$ cat src/rtl/sdram_arb_pkg.sv
// Shared types and constants for the SDRAM port arbiter.
// Holds the arbiter FSM state encoding, the client identifiers used for
// round-robin tracking, and the i-cache line length in words.
package sdram_arb_pkg;

  typedef enum logic [1:0] {
    IDLE     = 2'd0,
    GRANT_IC = 2'd1,
    GRANT_DC = 2'd2,
    RELEASE  = 2'd3
  } arb_state_t;

  typedef enum logic {
    IC = 1'b0,
    DC = 1'b1
  } client_t;

  // Words in one i-cache line fill burst.
  localparam int LINE_WORDS = 16;

endpackage : sdram_arb_pkg

$ cat src/rtl/sdram_arb_wdog.sv
// Saturating watchdog counter for the SDRAM port arbiter.
// Counts enabled cycles, clears on request, and flags when the count has
// reached LIMIT. It holds at LIMIT instead of wrapping, so a stuck grant
// can never be forgotten by the counter rolling over.
module sdram_arb_wdog #(
  parameter int LIMIT = 1023,
  localparam int W    = $clog2(LIMIT + 1)
) (
  input  logic sdram_clk,
  input  logic reset,
  input  logic clr,
  input  logic en,
  output logic expired
);

  logic [W-1:0] count_r;

  // Cycle counter: clear has priority over counting, and the count saturates at LIMIT.
  always_ff @(posedge sdram_clk) begin
    if (reset) begin
      count_r <= '0;
    end else if (clr) begin
      count_r <= '0;
    end else if (en && (count_r != LIMIT[W-1:0])) begin
      count_r <= count_r + W'(1);
    end else begin
      count_r <= count_r;
    end
  end

  assign expired = (count_r == LIMIT[W-1:0]);

endmodule : sdram_arb_wdog

$ cat src/rtl/sdram_port_arbiter.sv
// Two-client arbiter in front of the single SDRAM controller port.
// The i-cache line-fill engine and the d-cache compete for the port; a
// round-robin pick resolves ties, the winner owns the port for its whole
// burst, and one RELEASE cycle separates consecutive grants. Acks are
// steered combinationally to the granted client only; read data is
// broadcast. A watchdog abandons grants that never see an ack.
module sdram_port_arbiter
  import sdram_arb_pkg::*;
#(
  parameter int ADDR_W  = 21,
  parameter int TIMEOUT = 1023
) (
  input  logic              sdram_clk,
  input  logic              reset,
  // i-cache line-fill client
  input  logic              ic_ren,
  input  logic [ADDR_W-1:0] ic_addr,
  output logic              ic_ack,
  output logic [31:0]       ic_rdata,
  // d-cache client
  input  logic              dc_ren,
  input  logic              dc_wen,
  input  logic [ADDR_W-1:0] dc_addr,
  input  logic [31:0]       dc_wdata,
  input  logic [3:0]        dc_wmask,
  output logic              dc_ack,
  output logic [31:0]       dc_rdata,
  // SDRAM controller side
  output logic              mem_ren,
  output logic              mem_wen,
  output logic [ADDR_W-1:0] mem_addr,
  output logic [31:0]       mem_wdata,
  output logic [3:0]        mem_wmask,
  input  logic [31:0]       mem_rdata,
  input  logic              mem_ack,
  // status
  output logic              arb_timeout,
  output logic              busy
);

  arb_state_t        state_r;
  client_t           last_r;
  logic              ack_seen_r;
  logic              mem_ren_r;
  logic              mem_wen_r;
  logic [ADDR_W-1:0] mem_addr_r;
  logic [31:0]       mem_wdata_r;
  logic [3:0]        mem_wmask_r;
  logic              arb_timeout_r;
  logic              busy_r;

  logic              ic_req_s;
  logic              dc_req_s;
  logic              pick_ic_s;
  logic              granted_s;
  logic              wdog_clr_s;
  logic              wdog_en_s;
  logic              wdog_expired_s;

  assign ic_req_s  = ic_ren;
  assign dc_req_s  = dc_ren | dc_wen;
  assign granted_s = (state_r == GRANT_IC) || (state_r == GRANT_DC);

  // Round-robin pick: on a tie the client that did not win last time goes first.
  always_comb begin
    pick_ic_s = 1'b0;
    if (ic_req_s && dc_req_s) begin
      pick_ic_s = (last_r == DC);
    end else begin
      pick_ic_s = ic_req_s;
    end
  end

  // Watchdog control: count only while granted and still waiting for the first ack.
  always_comb begin
    wdog_clr_s = 1'b1;
    wdog_en_s  = 1'b0;
    if (granted_s) begin
      wdog_clr_s = mem_ack | ack_seen_r;
      wdog_en_s  = ~mem_ack & ~ack_seen_r;
    end else begin
      wdog_clr_s = 1'b1;
      wdog_en_s  = 1'b0;
    end
  end

  sdram_arb_wdog #(
    .LIMIT (TIMEOUT)
  ) u_wdog (
    .sdram_clk (sdram_clk),
    .reset     (reset),
    .clr       (wdog_clr_s),
    .en        (wdog_en_s),
    .expired   (wdog_expired_s)
  );

  // Arbiter FSM with registered controller strobes, address/data, timeout pulse and busy.
  always_ff @(posedge sdram_clk) begin
    if (reset) begin
      state_r       <= IDLE;
      last_r        <= DC;
      ack_seen_r    <= 1'b0;
      mem_ren_r     <= 1'b0;
      mem_wen_r     <= 1'b0;
      mem_addr_r    <= '0;
      mem_wdata_r   <= 32'h0000_0000;
      mem_wmask_r   <= 4'h0;
      arb_timeout_r <= 1'b0;
      busy_r        <= 1'b0;
    end else begin
      arb_timeout_r <= 1'b0;
      case (state_r)
        IDLE: begin
          if (ic_req_s || dc_req_s) begin
            busy_r <= 1'b1;
            if (pick_ic_s) begin
              state_r     <= GRANT_IC;
              last_r      <= IC;
              mem_ren_r   <= 1'b1;
              mem_wen_r   <= 1'b0;
              mem_addr_r  <= ic_addr;
              mem_wdata_r <= 32'h0000_0000;
              mem_wmask_r <= 4'h0;
            end else begin
              state_r     <= GRANT_DC;
              last_r      <= DC;
              mem_ren_r   <= dc_ren;
              mem_wen_r   <= dc_wen;
              mem_addr_r  <= dc_addr;
              mem_wdata_r <= dc_wdata;
              mem_wmask_r <= dc_wmask;
            end
          end else begin
            busy_r <= 1'b0;
          end
        end
        GRANT_IC, GRANT_DC: begin
          if (mem_ack) begin
            ack_seen_r <= 1'b1;
            mem_ren_r  <= 1'b0;
            mem_wen_r  <= 1'b0;
          end else if (ack_seen_r) begin
            state_r <= RELEASE;
          end else if (wdog_expired_s) begin
            state_r       <= RELEASE;
            arb_timeout_r <= 1'b1;
            mem_ren_r     <= 1'b0;
            mem_wen_r     <= 1'b0;
          end else begin
            state_r <= state_r;
          end
        end
        RELEASE: begin
          state_r    <= IDLE;
          ack_seen_r <= 1'b0;
          mem_ren_r  <= 1'b0;
          mem_wen_r  <= 1'b0;
          busy_r     <= 1'b0;
        end
        default: begin
          state_r    <= IDLE;
          ack_seen_r <= 1'b0;
          mem_ren_r  <= 1'b0;
          mem_wen_r  <= 1'b0;
          busy_r     <= 1'b0;
        end
      endcase
    end
  end

  assign mem_ren     = mem_ren_r;
  assign mem_wen     = mem_wen_r;
  assign mem_addr    = mem_addr_r;
  assign mem_wdata   = mem_wdata_r;
  assign mem_wmask   = mem_wmask_r;
  assign arb_timeout = arb_timeout_r;
  assign busy        = busy_r;

  // Acks reach only the granted client; IDLE and RELEASE swallow stray beats.
  assign ic_ack   = mem_ack & (state_r == GRANT_IC);
  assign dc_ack   = mem_ack & (state_r == GRANT_DC);
  assign ic_rdata = mem_rdata;
  assign dc_rdata = mem_rdata;

endmodule : sdram_port_arbiter

$ cat config.mk
export PLATFORM = sky130hd
export DESIGN_NAME = sdram_port_arbiter
export DESIGN_NICKNAME = d
export VERILOG_FILES = /design/src/rtl/sdram_arb_pkg.sv /design/src/rtl/sdram_arb_wdog.sv /design/src/rtl/sdram_port_arbiter.sv
export SDC_FILE = /design/constraint.sdc
export NUM_CORES = 1
export LEC_CHECK = 0
export BUFFER_PORTS_ARGS = -buffer_cell sky130_fd_sc_hd__buf_2
export CORE_MARGIN = 1.5
export CORE_UTILIZATION = 42
export CTS_CLUSTER_SIZE = 20
export DETAILED_ROUTE_END_ITERATION = 7
export PLACE_DENSITY = 0.81
export SETUP_SLACK_MARGIN = 0.3
export SYNTH_ARGS = -nofsm -noshare
export SYNTH_HDL_FRONTEND = slang
export SYNTH_SLANG_ARGS = --single-unit
$ cat constraint.sdc
create_clock -name sdram_clk -period 2.2 [get_ports sdram_clk]
set_input_delay 0.33 -clock sdram_clk [delete_from_list [all_inputs] [get_ports sdram_clk]]
set_output_delay 0.33 -clock sdram_clk [all_outputs]
set_load 0.01 [all_outputs]
==> results.sh, run 1 <==
export IMPL_cts_sinks=75
export IMPL_synth_fp_nets=534
export IMPL_finish_net_count=617
export IMPL_row_count=33
export IMPL_hpwl_mm=5.90
export IMPL_endpoint_kind="flip-flop"
export IMPL_synth_fa_ha_area_frac=0.0213
export IMPL_drive_gt1_frac=0.394
export IMPL_setup_slack_ps=311
export IMPL_htreeDepth=3
export IMPL_fillers=779
export IMPL_synth_cells=412
export IMPL_clk_pin_slew_worst_paths_ps=80
export IMPL_cts_buffer_depth=2
export IMPL_netlist_area_leader_share=0.426
export IMPL_synth_common_cells="dfxtp_1 (75), nor2_1 (67), buf_4 (64)"
export IMPL_fin_setup_tns_ps=0
export IMPL_total_leakage_power_nw=1.98
export IMPL_crit_path_max_fanout=8
export IMPL_utilization=0.521
export IMPL_avgRoutedWirePerCell_microns=14.3
export IMPL_holdWs_ps=222
export IMPL_pin_count=243
export IMPL_grt_pass1_vias=2952
export IMPL_slew_limit_headroom=0.630
export IMPL_syn_area_per_cell_sq_um=8.56
export IMPL_cts_hold_buffers=0
export IMPL_start_util=0.432
export IMPL_hold_path_class="in -> reg"
export IMPL_ys_top_cells_by_area="dfxtp_1 (43%), buf_4 (14%), a22oi_1 (7.9%)"
export IMPL_power_density_mw_per_mm2=1140
export IMPL_synth_edff_count=0
export IMPL_worst_pin_slew_ps=551
export IMPL_path_cells="inv_4, ha_4, nand2b_4, or3_4, or4b_4, a21oi_2"
export IMPL_max_vdd_ir_drop_uv=491
export IMPL_die_area_sq_mm=0.00896
export IMPL_synth_cell_types=40
export IMPL_rsz0062_at_grt="true"
export IMPL_setup_viol=0
export IMPL_crit_required_ps=2470
export IMPL_finalHoldViolCount=0
export IMPL_gp_congestion=0.751
export IMPL_place_ws_ps=205
export IMPL_overflow=0
export IMPL_drc_errors=0
export IMPL_timing_fmax_ghz=0.529
export IMPL_cap_violations=0
export IMPL_grt_max_degree=43
export IMPL_netlist_area_sq_mm=0.00353
export IMPL_io_buffers=146
export IMPL_synth_area_mux_share=0.00887
export IMPL_start_kind="flip-flop"
export IMPL_antenna_found_initial=0
export IMPL_yosys_area_share_simple=0.185
export IMPL_critPathKind="reg -> reg"
export IMPL_first_pass_iters=4
export IMPL_finalCriticalPeriod_ps=1890
export IMPL_drtAntennaViolNets=0
export IMPL_grt_total_usage=0.188
export IMPL_drtIter0Drc=117
export IMPL_antenna_cells=0
export IMPL_cts_buffers=9
export IMPL_fin_skew_ps=5.13
export IMPL_synth_largest_area_cell="dfxtp_1"
export IMPL_outcome="finished clean"
export IMPL_synth_compound_area_frac=0.184
export IMPL_ys_seq_elements=75
export IMPL_async_flop_share=0
export IMPL_ys_warnings_count=0
export IMPL_viasPerCell=5.26
export IMPL_r2r_cells=6
export IMPL_grt_pass1_wl_mm=13.2
export IMPL_routed_wl_mm=8.63
export IMPL_synth_top_family_by_area="simple AND/OR/NAND/NOR gates"
export IMPL_ys_flop_type="dfxtp_1"
export IMPL_fin_crit_sh=0.859
export IMPL_arrival_ps=2160
export IMPL_clockRootBuffer="clkbuf_8"
export IMPL_tritoncts="built"
export IMPL_synthXorXnorAreaFrac=0.00496
export IMPL_cpPeakStageDelay_ps=530
export IMPL_die_width_microns=94.7
export IMPL_syn2layout_area_growth_pct=20.6
export IMPL_clk_latency_ps=330
export IMPL_core_area_sq_mm=0.00818
export IMPL_final_max_slew_violation_count=0
export IMPL_slowest_stage="or4b_4"
export IMPL_holdPathStages=3
export IMPL_synth_most_common_cell="dfxtp_1"
export IMPL_die_h_microns=94.7
export IMPL_ys_seq_area_frac=0.426
export IMPL_vias=3181
-- state kept, by name (all words and copies together) (netlist names) --
| signal | cells |
|---|---|
| mem_wmask | 4 |
| mem_wdata | 32 |
| mem_wen | 1 |
| last_r | 1 |
| mem_ren | 1 |
| ack_seen_r | 1 |
| arb_timeout | 1 |
| busy | 1 |
| u_wdog.count_r | 10 |
| state_r | 2 |
| mem_addr | 21 |
-- worst max-delay path: cells and delay by family (launching register included) --
family | cells | cell delay [ps]
fa+ha+maj | 1 | 290
simple gates | 3 | 1000
flops | 1 | 370
compound gates | 1 | 120
buf+inv | 1 | 60
-- cells by family (layout without fill, tap and decap cells) --
| family | count (synthesis) | in the layout |
|---|---|---|
| AO/OA/AOI/OAI | 85 | 85 |
| XOR/XNOR | 2 | 2 |
| adder cells (fa/ha/maj) | 6 | 6 |
| buffers and inverters | 96 | 184 |
| flip-flops | 75 | 75 |
| multiplexers | 3 | 3 |
| AND/OR/NAND/NOR | 145 | 145 |
-- cells in the final DEF, fill, tap and decap left out, types with 3 or more instances in the layout --
cell and n:
bufinv_16 3, nand2_1 26, a311oi_1 22, a22oi_1 37
a31oi_1 3, dfxtp_1 73, ha_1 4, nand3_1 25
a21oi_1 6, clkbuf_8 9, nor3_1 5, nor2b_1 3
nor2_1 67, a211oi_1 3, buf_2 146, buf_4 19
-- layer usage --
layer,share of wire,GRT usage,vias to the layer above
li1,-,-,1557
met1,0.42,0.221,1437
met4,0.015,0.0883,0
met3,0.089,0.0564,19
met5,0,0,-
met2,0.47,0.311,168
-- power by group --
group	internal (mW)	total [mW]	switching, mW
Sequential	1.65	1.80	0.153
Combinational	0.757	1.77	1.01
Clock	0.758	1.27	0.514
Total	3.17	4.84	1.68
-- final cells by class --
type,count,area (sq um),area share
flip-flops and latches,75,1500,0.353
multi-input cells,241,1490,0.351
repair buffers,165,873,0.205
well taps,105,131,0.0309
clock buffers,10,128,0.0300
clock inverters,6,113,0.0265
inverters,3,13.8,0.00323
-- what timing repair did --
action / in CTS / in global routing
resized for setup: 2 / 8
endpoints found under the setup margin: 4 / 6
buffers inserted: 3 / 5
hold endpoints to repair: 0 / 0
pin swaps: 3 / 6
-- final timing paths --
kind	start	to	slack [ps]
min	dc_wdata[10]	mem_wdata[10]	220
max reg2reg	state_r[1]	u_wdog.count_r[9]	310
min reg2reg	last_r	last_r	460
max	state_r[1]	u_wdog.count_r[9]	310
-- per-stage QoR --
| stage | power (mW) | std cells | area, sq um |
|---|---|---|---|
| finish | 4.84 | 605 | 4260 |
| CTS | 4.80 | 600 | 4190 |
| detailed placement | 3.49 | 581 | 3920 |
| global placement | 3.43 | 581 | 3920 |
| floorplan | 3.00 | 412 | 3540 |
| global route | 5.16 | 605 | 4260 |
(Power assumes the default switching activity.)
==> inputs of run 2 (changes only) <==
--- a/config.mk
+++ b/config.mk
@@ -7,10 +7,11 @@
 export LEC_CHECK = 0
 export BUFFER_PORTS_ARGS = -buffer_cell sky130_fd_sc_hd__buf_2
 export CORE_MARGIN = 1.5
-export CORE_UTILIZATION = 42
+export CORE_UTILIZATION = 38
 export CTS_CLUSTER_SIZE = 20
 export DETAILED_ROUTE_END_ITERATION = 7
-export PLACE_DENSITY = 0.81
+export PLACE_DENSITY = 0.75
+export RECOVER_POWER = 100
 export SETUP_SLACK_MARGIN = 0.3
 export SYNTH_ARGS = -nofsm -noshare
 export SYNTH_HDL_FRONTEND = slang
==> run 2 against run 1 <==
  * Fmax is 1.6% lower
  * Routed wire length rose by 3.2%
  * Design area shrank 2.8%
  * Core utilization shrank 5.3 points
  * Largest power group unchanged
  * Worst setup slack lost 30 ps
  * First-iteration DRC count grew 21%
  * Flip-flop and latch count stayed put
  * Combinational power down 6%
  * Critical path depth stayed put
  * Die area up 10%
==> results.sh, run 2 (same netlist as run 1, synthesis figures left out) <==
export IMPL_total_leakage_power_nw=1.71
export IMPL_power_density_mw_per_mm2=1130
export IMPL_dp_cells=584
export IMPL_timing_fmax_ghz=0.521
export IMPL_worst_pin_slew_ps=733
export IMPL_r2r_slack_ps=280
export IMPL_io_buffers=146
export IMPL_drc_errors=0
export IMPL_pin_count=243
export IMPL_arrival_ps=2190
export IMPL_finalCriticalPeriod_ps=1920
export IMPL_drive_gt1_frac=0.257
export IMPL_htreeDepth=3
export IMPL_finalHoldViolCount=0
export IMPL_crit_required_ps=2470
export IMPL_utilization=0.467
export IMPL_final_common_cell="buf_2"
export IMPL_start_util=0.399
export IMPL_vias=3195
export IMPL_grt_busiest_layer="met2"
export IMPL_cts_buffers=9
export IMPL_cts_buffer_depth=2
export IMPL_syn2layout_area_growth_pct=17.2
export IMPL_setup_viol=0
export IMPL_cap_violations=0
export IMPL_grt_total_usage=0.176
export IMPL_hpwl_mm=6.22
export IMPL_postPlaceCellArea_sq_mm=0.00394
export IMPL_grt_pass1_vias=3089
export IMPL_fin_setup_tns_ps=0
export IMPL_layout_common_cells="buf_2 (83), dfxtp_1 (73), nor2_1 (67)"
export IMPL_slew_limit_headroom=0.511
export IMPL_setup_slack_ps=281
export IMPL_cts_sinks=75
export IMPL_die_area_sq_mm=0.00987
export IMPL_final_area_sq_mm=0.00414
export IMPL_viasPerCell=5.26
export IMPL_drtIter0Drc=141
export IMPL_critPathKind="reg -> reg"
export IMPL_endpoint_kind="flip-flop"
export IMPL_place_ws_ps=197
export IMPL_antenna_found_initial=0
export IMPL_first_pass_iters=5
export IMPL_use_met1=0.203
export IMPL_drtAntennaViolNets=0
export IMPL_grt_pass1_wl_mm=14.0
export IMPL_fin_skew_ps=11.5
export IMPL_holdWs_ps=220
export IMPL_antenna_cells=0
export IMPL_fillers=899
export IMPL_start_kind="flip-flop"
export IMPL_power_mw=4.68
export IMPL_fin_crit_sh=0.872
export IMPL_avgRoutedWirePerCell_microns=14.7
export IMPL_clk_latency_ps=340
export IMPL_gr_usage_met3=0.0597
export IMPL_largest_reg_flops=32
export IMPL_final_instance_count_excl_fill=607
export IMPL_grtUsageMet2=0.298
export IMPL_clk_pin_slew_worst_paths_ps=90
export IMPL_routed_wl_mm=8.91
export IMPL_crit_path_max_fanout=7
export IMPL_outcome="finished clean"
export IMPL_tritoncts="built"
export IMPL_row_count=34
export IMPL_core_area_sq_mm=0.00885
export IMPL_die_width_microns=99.4
export IMPL_clockRootBuffer="clkbuf_8"
export IMPL_grt_max_degree=43
export IMPL_final_max_slew_violation_count=0
export IMPL_die_h_microns=99.4
export IMPL_max_vdd_ir_drop_uv=527
export IMPL_gp_congestion=0.853
export IMPL_overflow=0
export IMPL_rsz0062_at_grt="true"
export IMPL_hold_path_class="in -> reg"
export IMPL_finish_net_count=616
-- run 2: cell count changes in the layout (fill, tap and decap cells not counted), moves of 2 or more --
cell	delta
clkbuf_2	+2
clkbuf_1	+64
buf_2	-63
buf_4	-7
-- run 2: power by group --
| group | internal [mW] | leakage, nW | total (mW) | switching [mW] |
|---|---|---|---|---|
| Combinational | 0.653 | 0.977 | 1.66 | 1.01 |
| Sequential | 1.65 | 0.617 | 1.81 | 0.158 |
| Clock | 0.682 | 0.117 | 1.21 | 0.532 |
-- run 2: area by class of cell --
type / instances / area (sq um) / area share
Inverter: 3 / 11.3 / 0.00272
Timing Repair Buffer: 164 / 787 / 0.190
Clock buffer: 10 / 138 / 0.0333
Sequential cell: 75 / 1500 / 0.364
Tap cell: 108 / 135 / 0.0327
Multi-Input combinational cell: 241 / 1470 / 0.355
Clock inverter: 6 / 95.1 / 0.0230
-- run 2: worst max-delay path, stage by stage (launching register included) --
cell	delay, ps
dfxtp_1	350
inv_1	110
ha_4	310
nand2b_2	80
or3_4	380
or4b_1	480
a21oi_1	140
-- run 2: final timing paths --
check,from,endpoint,depth (start not counted)
setup reg to reg,state_r[1],u_wdog.count_r[9],6
setup / recovery,state_r[1],u_wdog.count_r[9],6
hold / removal,dc_wdata[4],mem_wdata[4],3
hold reg to reg,last_r,last_r,1
-- run 2: layer usage --
layer	share of wire	vias to the layer above	wire length, microns
li1	-	1557	-
met1	0.42	1480	3790
met2	0.48	135	4240
met3	0.077	23	685
met4	0.022	0	194
met5	0	-	0
-- run 2: what timing repair did --
item / in CTS / in global routing
pin swaps: 2 / 4
hold buffers: 0 / 0
endpoints found under the hold margin: 0 / 0
resized for setup: 2 / 9
setup endpoints to repair: 4 / 7
buffers inserted: 3 / 4
